## src/rtl/command_word_sequencer.sv

```systemverilog
// 8259A-style initialization/operation command sequencer: detects completed bus
// writes, walks ICW1..ICW4, decodes OCW1..OCW3 and emits one-cycle strobes.
module command_word_sequencer #(
   parameter logic [7:0] MASK_RESET_VALUE = 8'h00
) (
   input  logic       clock,
   input  logic       reset_n,
   input  logic       chip_select_n,
   input  logic       write_enable_n,
   input  logic       address,
   input  logic [7:0] data_bus_in,
   output logic       init_done,
   output logic [3:0] icw_pulse,
   output logic [2:0] ocw_pulse,
   output logic [4:0] vector_base,
   output logic       level_triggered,
   output logic       single_mode,
   output logic [7:0] cascade_config,
   output logic       microprocessor_mode,
   output logic       auto_eoi,
   output logic       buffer_master,
   output logic       buffered_mode,
   output logic       special_fully_nested,
   output logic [7:0] interrupt_mask,
   output logic [2:0] ocw2_command,
   output logic [2:0] ocw2_level,
   output logic       read_isr_select,
   output logic       special_mask_mode,
   output logic       poll_command
);

   typedef enum logic [2:0] {
      ST_UNINIT    = 3'd0,
      ST_WAIT_ICW2 = 3'd1,
      ST_WAIT_ICW3 = 3'd2,
      ST_WAIT_ICW4 = 3'd3,
      ST_READY     = 3'd4
   } state_t;

   state_t     state_q, state_d;
   logic       write_active_s, write_active_q, commit_s;
   logic       addr_q;
   logic [7:0] data_q;
   logic       is_icw1_s, is_ocw2_s, is_ocw3_s, ready_s;

   logic       init_done_q, init_done_d;
   logic [3:0] icw_pulse_q, icw_pulse_d;
   logic [2:0] ocw_pulse_q, ocw_pulse_d;
   logic [4:0] vector_base_q, vector_base_d;
   logic       ltim_q, ltim_d, sngl_q, sngl_d, ic4_q, ic4_d;
   logic [7:0] cascade_q, cascade_d;
   logic [4:0] icw4_q, icw4_d;
   logic [7:0] mask_q, mask_d;
   logic [2:0] ocw2_cmd_q, ocw2_cmd_d, ocw2_lvl_q, ocw2_lvl_d;
   logic       ris_q, ris_d, smm_q, smm_d, poll_q, poll_d;

   assign write_active_s = ~chip_select_n & ~write_enable_n;
   // Commit on the trailing edge of a write, using the bus sampled on its last active cycle.
   assign commit_s  = ~write_active_s & write_active_q;
   assign is_icw1_s = ~addr_q & data_q[4];
   assign is_ocw2_s = ~addr_q & ~data_q[4] & ~data_q[3];
   assign is_ocw3_s = ~addr_q & ~data_q[4] & data_q[3];
   assign ready_s   = (state_q == ST_READY);

   always_ff @(posedge clock or negedge reset_n) begin
      if (!reset_n) begin
         write_active_q <= 1'b0;
         addr_q         <= 1'b0;
         data_q         <= 8'h00;
      end else begin
         write_active_q <= write_active_s;
         if (write_active_s) begin
            addr_q <= address;
            data_q <= data_bus_in;
         end
      end
   end

   always_ff @(posedge clock or negedge reset_n) begin
      if (!reset_n) begin
         state_q <= ST_UNINIT;
      end else begin
         state_q <= state_d;
      end
   end

   always_comb begin
      state_d = state_q;
      if (commit_s) begin
         if (is_icw1_s) begin
            state_d = ST_WAIT_ICW2;
         end else if (addr_q) begin
            case (state_q)
               ST_WAIT_ICW2: begin
                  if (!sngl_q)    state_d = ST_WAIT_ICW3;
                  else if (ic4_q) state_d = ST_WAIT_ICW4;
                  else            state_d = ST_READY;
               end
               ST_WAIT_ICW3: state_d = ic4_q ? ST_WAIT_ICW4 : ST_READY;
               ST_WAIT_ICW4: state_d = ST_READY;
               default:      state_d = state_q;
            endcase
         end else begin
            state_d = state_q;
         end
      end else begin
         state_d = state_q;
      end
   end

   always_comb begin
      icw_pulse_d   = 4'b0000;
      ocw_pulse_d   = 3'b000;
      poll_d        = 1'b0;
      vector_base_d = vector_base_q;
      ltim_d        = ltim_q;
      sngl_d        = sngl_q;
      ic4_d         = ic4_q;
      cascade_d     = cascade_q;
      icw4_d        = icw4_q;
      mask_d        = mask_q;
      ocw2_cmd_d    = ocw2_cmd_q;
      ocw2_lvl_d    = ocw2_lvl_q;
      ris_d         = ris_q;
      smm_d         = smm_q;
      init_done_d   = (state_d == ST_READY);
      if (commit_s) begin
         if (is_icw1_s) begin
            icw_pulse_d = 4'b0001;
            ltim_d      = data_q[3];
            sngl_d      = data_q[1];
            ic4_d       = data_q[0];
            mask_d      = MASK_RESET_VALUE;
            smm_d       = 1'b0;
            ris_d       = 1'b0;
            if (!data_q[0]) icw4_d = 5'b00000;
            else            icw4_d = icw4_q;
            if (data_q[1])  cascade_d = 8'h00;
            else            cascade_d = cascade_q;
         end else if (addr_q) begin
            case (state_q)
               ST_WAIT_ICW2: begin
                  icw_pulse_d   = 4'b0010;
                  vector_base_d = data_q[7:3];
               end
               ST_WAIT_ICW3: begin
                  icw_pulse_d = 4'b0100;
                  cascade_d   = data_q;
               end
               ST_WAIT_ICW4: begin
                  icw_pulse_d = 4'b1000;
                  icw4_d      = data_q[4:0];
               end
               ST_READY: begin
                  ocw_pulse_d = 3'b001;
                  mask_d      = data_q;
               end
               default: icw_pulse_d = 4'b0000;
            endcase
         end else if (ready_s && is_ocw2_s) begin
            ocw_pulse_d = 3'b010;
            ocw2_cmd_d  = data_q[7:5];
            ocw2_lvl_d  = data_q[2:0];
         end else if (ready_s && is_ocw3_s) begin
            ocw_pulse_d = 3'b100;
            poll_d      = data_q[2];
            if (data_q[1]) ris_d = data_q[0];
            else           ris_d = ris_q;
            if (data_q[6]) smm_d = data_q[5];
            else           smm_d = smm_q;
         end else begin
            ocw_pulse_d = 3'b000;
         end
      end else begin
         icw_pulse_d = 4'b0000;
      end
   end

   always_ff @(posedge clock or negedge reset_n) begin
      if (!reset_n) begin
         init_done_q   <= 1'b0;
         icw_pulse_q   <= 4'b0000;
         ocw_pulse_q   <= 3'b000;
         poll_q        <= 1'b0;
         vector_base_q <= 5'b00000;
         ltim_q        <= 1'b0;
         sngl_q        <= 1'b0;
         ic4_q         <= 1'b0;
         cascade_q     <= 8'h00;
         icw4_q        <= 5'b00000;
         mask_q        <= MASK_RESET_VALUE;
         ocw2_cmd_q    <= 3'b000;
         ocw2_lvl_q    <= 3'b000;
         ris_q         <= 1'b0;
         smm_q         <= 1'b0;
      end else begin
         init_done_q   <= init_done_d;
         icw_pulse_q   <= icw_pulse_d;
         ocw_pulse_q   <= ocw_pulse_d;
         poll_q        <= poll_d;
         vector_base_q <= vector_base_d;
         ltim_q        <= ltim_d;
         sngl_q        <= sngl_d;
         ic4_q         <= ic4_d;
         cascade_q     <= cascade_d;
         icw4_q        <= icw4_d;
         mask_q        <= mask_d;
         ocw2_cmd_q    <= ocw2_cmd_d;
         ocw2_lvl_q    <= ocw2_lvl_d;
         ris_q         <= ris_d;
         smm_q         <= smm_d;
      end
   end

   assign init_done            = init_done_q;
   assign icw_pulse            = icw_pulse_q;
   assign ocw_pulse            = ocw_pulse_q;
   assign vector_base          = vector_base_q;
   assign level_triggered      = ltim_q;
   assign single_mode          = sngl_q;
   assign cascade_config       = cascade_q;
   assign microprocessor_mode  = icw4_q[0];
   assign auto_eoi             = icw4_q[1];
   assign buffer_master        = icw4_q[2];
   assign buffered_mode        = icw4_q[3];
   assign special_fully_nested = icw4_q[4];
   assign interrupt_mask       = mask_q;
   assign ocw2_command         = ocw2_cmd_q;
   assign ocw2_level           = ocw2_lvl_q;
   assign read_isr_select      = ris_q;
   assign special_mask_mode    = smm_q;
   assign poll_command         = poll_q;

endmodule

```

## config.mk

```make
export PLATFORM = sky130hd
export DESIGN_NAME = command_word_sequencer
export DESIGN_NICKNAME = d
export VERILOG_FILES = /design/src/rtl/command_word_sequencer.sv
export SDC_FILE = /design/constraint.sdc
export NUM_CORES = 1
export LEC_CHECK = 0
export ABC_AREA = 1
export CAP_MARGIN = 5
export CELL_PAD_IN_SITES_DETAIL_PLACEMENT = 1
export CELL_PAD_IN_SITES_GLOBAL_PLACEMENT = 1
export CORE_MARGIN = 2
export CORE_UTILIZATION = 37
export DETAILED_ROUTE_END_ITERATION = 12
export PLACE_DENSITY_LB_ADDON = 0.08
export SYNTH_ARGS = -nofsm -noshare
export SYNTH_HDL_FRONTEND = slang
export SYNTH_SLANG_ARGS = --single-unit
```

## constraint.sdc

```tcl
create_clock -name clock -period 1.9 [get_ports clock]
set_clock_uncertainty 0.05 [all_clocks]
set_input_delay 0.38 -clock clock [delete_from_list [all_inputs] [get_ports clock]]
set_output_delay 0.38 -clock clock [all_outputs]
set_load 0.03 [all_outputs]
```

==> metrics.txt <==
# TYPE chip_impl_metric gauge
chip_impl_info{name="status",value="finished with violations"} 1
chip_impl_info{name="violations_in_the_final_reports",value="DRC, hold timing"} 1
chip_impl_metric{name="detail_route.iter0.violations",unit=""} 149
chip_impl_metric{name="totalPowerFinal",unit="mW"} 4.218
chip_impl_metric{name="routed_wirelength",unit="um"} 6496
chip_impl_metric{name="number_of_buffers_added_by_the_clock_tree_synthesis_step",unit=""} 9
chip_impl_metric{name="antenna_cells_inserted",unit=""} 0
chip_impl_info{name="grt_setup_unrepaired",value="no"} 1
chip_impl_metric{name="place.gp.congestion",unit=""} 0.7764
chip_impl_metric{name="timing.slew.headroom",unit=""} 0.7484
chip_impl_metric{name="yosys-mux-area-fraction",unit=""} 0
chip_impl_metric{name="cts_sink_cnt",unit=""} 59
chip_impl_metric{name="grt_first_pass_wirelength",unit="um"} 10830
chip_impl_metric{name="postRouteAntennaNets",unit=""} 0
chip_impl_metric{name="maximum_number_of_pins_on_one_net_before_global_route_repair",unit=""} 60
chip_impl_info{name="worst_r2r_endpoint",value="vector_base[2]"} 1
chip_impl_metric{name="worst_hold_slack",unit="ns"} -0.01722
chip_impl_metric{name="wl_per_cell",unit="um"} 15.21
chip_impl_info{name="grt_busiest_layer",value="met2"} 1
chip_impl_info{name="rr_startpoint",value="addr_q"} 1
chip_impl_metric{name="peakVddDrop",unit="uV"} 651.3
chip_impl_metric{name="cts_setup_buffers",unit=""} 0
chip_impl_metric{name="postSynthCellCount",unit=""} 273
chip_impl_metric{name="design.portCount",unit=""} 58
chip_impl_metric{name="clkTransAtPathRegs",unit="ns"} 0.07
chip_impl_metric{name="grt.met2_usage",unit=""} 0.3146
chip_impl_metric{name="min_clock_period_post_route",unit="ns"} 1.847
chip_impl_info{name="path_class",value="flip-flop to output pin"} 1
chip_impl_metric{name="maxSlewViolCount",unit=""} 0
chip_impl_metric{name="synth_area_per_cell",unit="um^2"} 9.056
chip_impl_metric{name="h-tree-depth",unit=""} 3
chip_impl_metric{name="gr-usage-all-layers",unit=""} 0.1963
chip_impl_metric{name="final_layout_size_suffix_gt1_frac",unit=""} 0.1600
chip_impl_metric{name="path_depth",unit=""} 1
chip_impl_metric{name="fmax",unit="GHz"} 0.5415
chip_impl_metric{name="crit_buf_inv",unit=""} 1
chip_impl_metric{name="synth_largest_type_area_fraction",unit=""} 0.5972
chip_impl_info{name="timing.critical_path.from",value="single_mode"} 1
chip_impl_metric{name="synth_xor_xnor_area_share",unit=""} 0
chip_impl_metric{name="fraction_of_the_mapped_netlist_area_in_compound_gates",unit=""} 0.06883
chip_impl_metric{name="cts-hold-fix-buffers",unit=""} 0
chip_impl_metric{name="synth_fa_ha_area_frac",unit=""} 0
chip_impl_metric{name="r2r_setup_slack",unit="ns"} 0.38
chip_impl_metric{name="maxcap_viol_count",unit=""} 0
chip_impl_metric{name="global_route_met3_usage",unit=""} 0.03561
chip_impl_metric{name="grt_antenna_before_repair",unit=""} 0
chip_impl_metric{name="final_net_count",unit=""} 359
chip_impl_info{name="synthTopCellsByArea",value="sky130_fd_sc_hd__dfrtp_1, sky130_fd_sc_hd__nand2_1, sky130_fd_sc_hd__inv_1"} 1
chip_impl_metric{name="count_of_endpoints_failing_hold_in_the_final_timing_report",unit=""} 12
chip_impl_metric{name="num_rows",unit=""} 29
chip_impl_metric{name="critPathArrivalTime",unit="ns"} 1.42
chip_impl_info{name="yosysTopAreaCell",value="sky130_fd_sc_hd__dfrtp_1"} 1
chip_impl_metric{name="critical-path-max-stage-delay",unit="ns"} 0.69
chip_impl_metric{name="design.die.area",unit="um^2"} 7352
chip_impl_metric{name="worst_skew_pair.late_latency",unit="ns"} 0.33
chip_impl_metric{name="layout.core_utilization",unit=""} 0.5278
chip_impl_metric{name="vias_after_detailed_routing",unit=""} 2009
chip_impl_info{name="largest_delay_share_family_worst_path",value="buffers and inverters"} 1
chip_impl_metric{name="total_leakage_power",unit="nW"} 1.708
chip_impl_metric{name="grtUsageMet1",unit=""} 0.2634
chip_impl_metric{name="timing.final.setup_violations",unit=""} 0
chip_impl_info{name="cts_tree",value="done"} 1
chip_impl_metric{name="area.growth.synth_to_final",unit="%"} 37.10
chip_impl_metric{name="grt_pass1_vias",unit=""} 2123
chip_impl_metric{name="route.detailed.drc",unit=""} 1
chip_impl_metric{name="synthesis.area",unit="um^2"} 2472
chip_impl_metric{name="dpl.hpwl",unit="um"} 4536
chip_impl_info{name="critPathCaptureType",value="output pin"} 1
chip_impl_info{name="critical_path.slowest_cell",value="sky130_fd_sc_hd__clkdlybuf4s50_1"} 1
chip_impl_metric{name="globalRoute.totalOverflow",unit=""} 0
chip_impl_metric{name="drt_pre_antenna_iters",unit=""} 10
chip_impl_metric{name="critPathMaxFanout",unit=""} 4
chip_impl_metric{name="postSynthNetCount",unit=""} 286
chip_impl_info{name="clock-root-buffer",value="sky130_fd_sc_hd__clkbuf_8"} 1
chip_impl_metric{name="synth_warnings",unit=""} 0
chip_impl_metric{name="via_per_inst",unit=""} 4.705
chip_impl_metric{name="die_w",unit="um"} 85.75
chip_impl_info{name="startpoint_type",value="flip-flop"} 1
chip_impl_metric{name="fp.coreArea",unit="um^2"} 6422
chip_impl_metric{name="post_synth_num_cell_types",unit=""} 21
chip_impl_metric{name="synth_simple_gate_area_frac",unit=""} 0.2707
chip_impl_info{name="worstPathCellList",value="clkdlybuf4s50_1"} 1
chip_impl_metric{name="floorplan.die.height",unit="um"} 85.75
chip_impl_metric{name="final.setup.tns",unit="ns"} 0
chip_impl_metric{name="min_period_over_period",unit=""} 0.9719
chip_impl_metric{name="tightest_slew",unit="ns"} 0.3773
chip_impl_info{name="worst_hold_path_type",value="input port to asynchronous set/reset pin"} 1
chip_impl_metric{name="power_per_cell_area",unit="nW/um^2"} 1245
chip_impl_metric{name="portBuffers",unit=""} 57
chip_impl_metric{name="synth_seq_cells",unit=""} 59
chip_impl_info{name="synth_top_family_by_area",value="simple AND/OR/NAND/NOR gates"} 1
chip_impl_metric{name="r2r_cells",unit=""} 5
chip_impl_metric{name="post_cts_resized",unit=""} 0
chip_impl_metric{name="initial_core_util",unit=""} 0.3850
chip_impl_metric{name="timing.critical_path.required",unit="ns"} 1.47
chip_impl_metric{name="synth_seq_area_share",unit=""} 0.5972
chip_impl_metric{name="cts.path.max_buffers",unit=""} 2
-- synthesized netlist by cell type --
library cell,instances
sky130_fd_sc_hd__nor2_1,14
sky130_fd_sc_hd__nor2_4,3
sky130_fd_sc_hd__nor4_1,1
sky130_fd_sc_hd__nand3_1,5
sky130_fd_sc_hd__a21oi_1,1
sky130_fd_sc_hd__o21ai_0,13
sky130_fd_sc_hd__nor3_2,1
sky130_fd_sc_hd__nand2_2,5
sky130_fd_sc_hd__buf_6,4
sky130_fd_sc_hd__o21ai_2,8
sky130_fd_sc_hd__nor2_8,1
sky130_fd_sc_hd__clkinv_1,1
sky130_fd_sc_hd__buf_2,2
sky130_fd_sc_hd__nand3_2,1
sky130_fd_sc_hd__inv_1,20
sky130_fd_sc_hd__inv_2,6
sky130_fd_sc_hd__nand2_1,113
sky130_fd_sc_hd__dfrtp_1,59
sky130_fd_sc_hd__o21ai_1,6
sky130_fd_sc_hd__nand4_1,5
sky130_fd_sc_hd__nor2_2,4
-- cells in the final DEF (no fill, tap or decap) --
cell type and instances:
sky130_fd_sc_hd__nor2_4 3, sky130_fd_sc_hd__nand2_1 113, sky130_fd_sc_hd__clkinv_2 2, sky130_fd_sc_hd__dfrtp_1 59, sky130_fd_sc_hd__buf_12 1, sky130_fd_sc_hd__nor2_8 1
sky130_fd_sc_hd__nand3_1 5, sky130_fd_sc_hd__o21ai_2 8, sky130_fd_sc_hd__o21ai_0 13, sky130_fd_sc_hd__nor2_1 14, sky130_fd_sc_hd__o21ai_1 6, sky130_fd_sc_hd__clkinvlp_4 1
sky130_fd_sc_hd__inv_2 6, sky130_fd_sc_hd__nand2_2 5, sky130_fd_sc_hd__clkinv_1 1, sky130_fd_sc_hd__clkdlybuf4s50_1 56, sky130_fd_sc_hd__nor2_2 4, sky130_fd_sc_hd__nor4_1 1
sky130_fd_sc_hd__inv_1 20, sky130_fd_sc_hd__buf_4 10, sky130_fd_sc_hd__clkbuf_8 10, sky130_fd_sc_hd__buf_2 1, sky130_fd_sc_hd__nor3_2 1, sky130_fd_sc_hd__bufinv_16 2
sky130_fd_sc_hd__nand3_2 1, sky130_fd_sc_hd__a21oi_1 1, sky130_fd_sc_hd__nand4_1 5
-- cells by family after synthesis --
family | count (synthesis)
flops | 59
compound gates | 28
simple gates | 153
buf+inv | 33
-- where the power goes --
group          internal (mW)  switching [mW]  total, mW
Combinational          0.486           0.803       1.29
Clock                  0.762           0.507       1.27
Sequential              1.48           0.182       1.66
Total                   2.73            1.49       4.22
-- per-layer routing --
metal | vias up | share of wire
met4 | 0 | 0.018
met5 | - | 0
met1 | 966 | 0.47
met2 | 39 | 0.48
li1 | 993 | -
met3 | 11 | 0.030
-- sequential cells by signal, indices dropped and copies added, names as in the netlist, 3 cells and up --
register	count
cascade_config	8
data_q	8
icw4_q	5
icw_pulse	4
interrupt_mask	8
ocw2_command	3
ocw2_level	3
ocw_pulse	3
state_q	3
vector_base	5
-- through the flow --
| stage | setup slack, ns | instance area (um^2) | instances |
|---|---|---|---|
| final | 0.05343 | 3390 | 427 |
| after global routing | 0.02002 | 3390 | 427 |
| after global placement | 0.07826 | 3174 | 412 |
| after floorplan | 0.5901 | 2472 | 273 |
| after detailed placement | 0.02716 | 3174 | 412 |
| after CTS | 0.04296 | 3390 | 427 |
-- worst max-delay path by stage --
stage | end | slack [ns]
6_report | single_mode | 0.05
5_1_grt | vector_base[1] | 0.02
4_1_cts | single_mode | 0.04
3_5_place_dp | cascade_config[7] | 0.03
3_3_place_gp | cascade_config[7] | 0.08
2_1_floorplan | ocw2_command[1] | 0.59
-- final cells by class --
type / count / area, um^2
Multi-Input combinational cell: 181 / 839.6
Clock buffer: 10 / 137.6
Tap cell: 77 / 96.34
Sequential cell: 59 / 1476
Inverter: 27 / 101.3
Fill cell: 741 / 3033
Clock inverter: 5 / 77.57
Timing Repair Buffer: 68 / 660.6
Power figures use the tool's default switching activity.
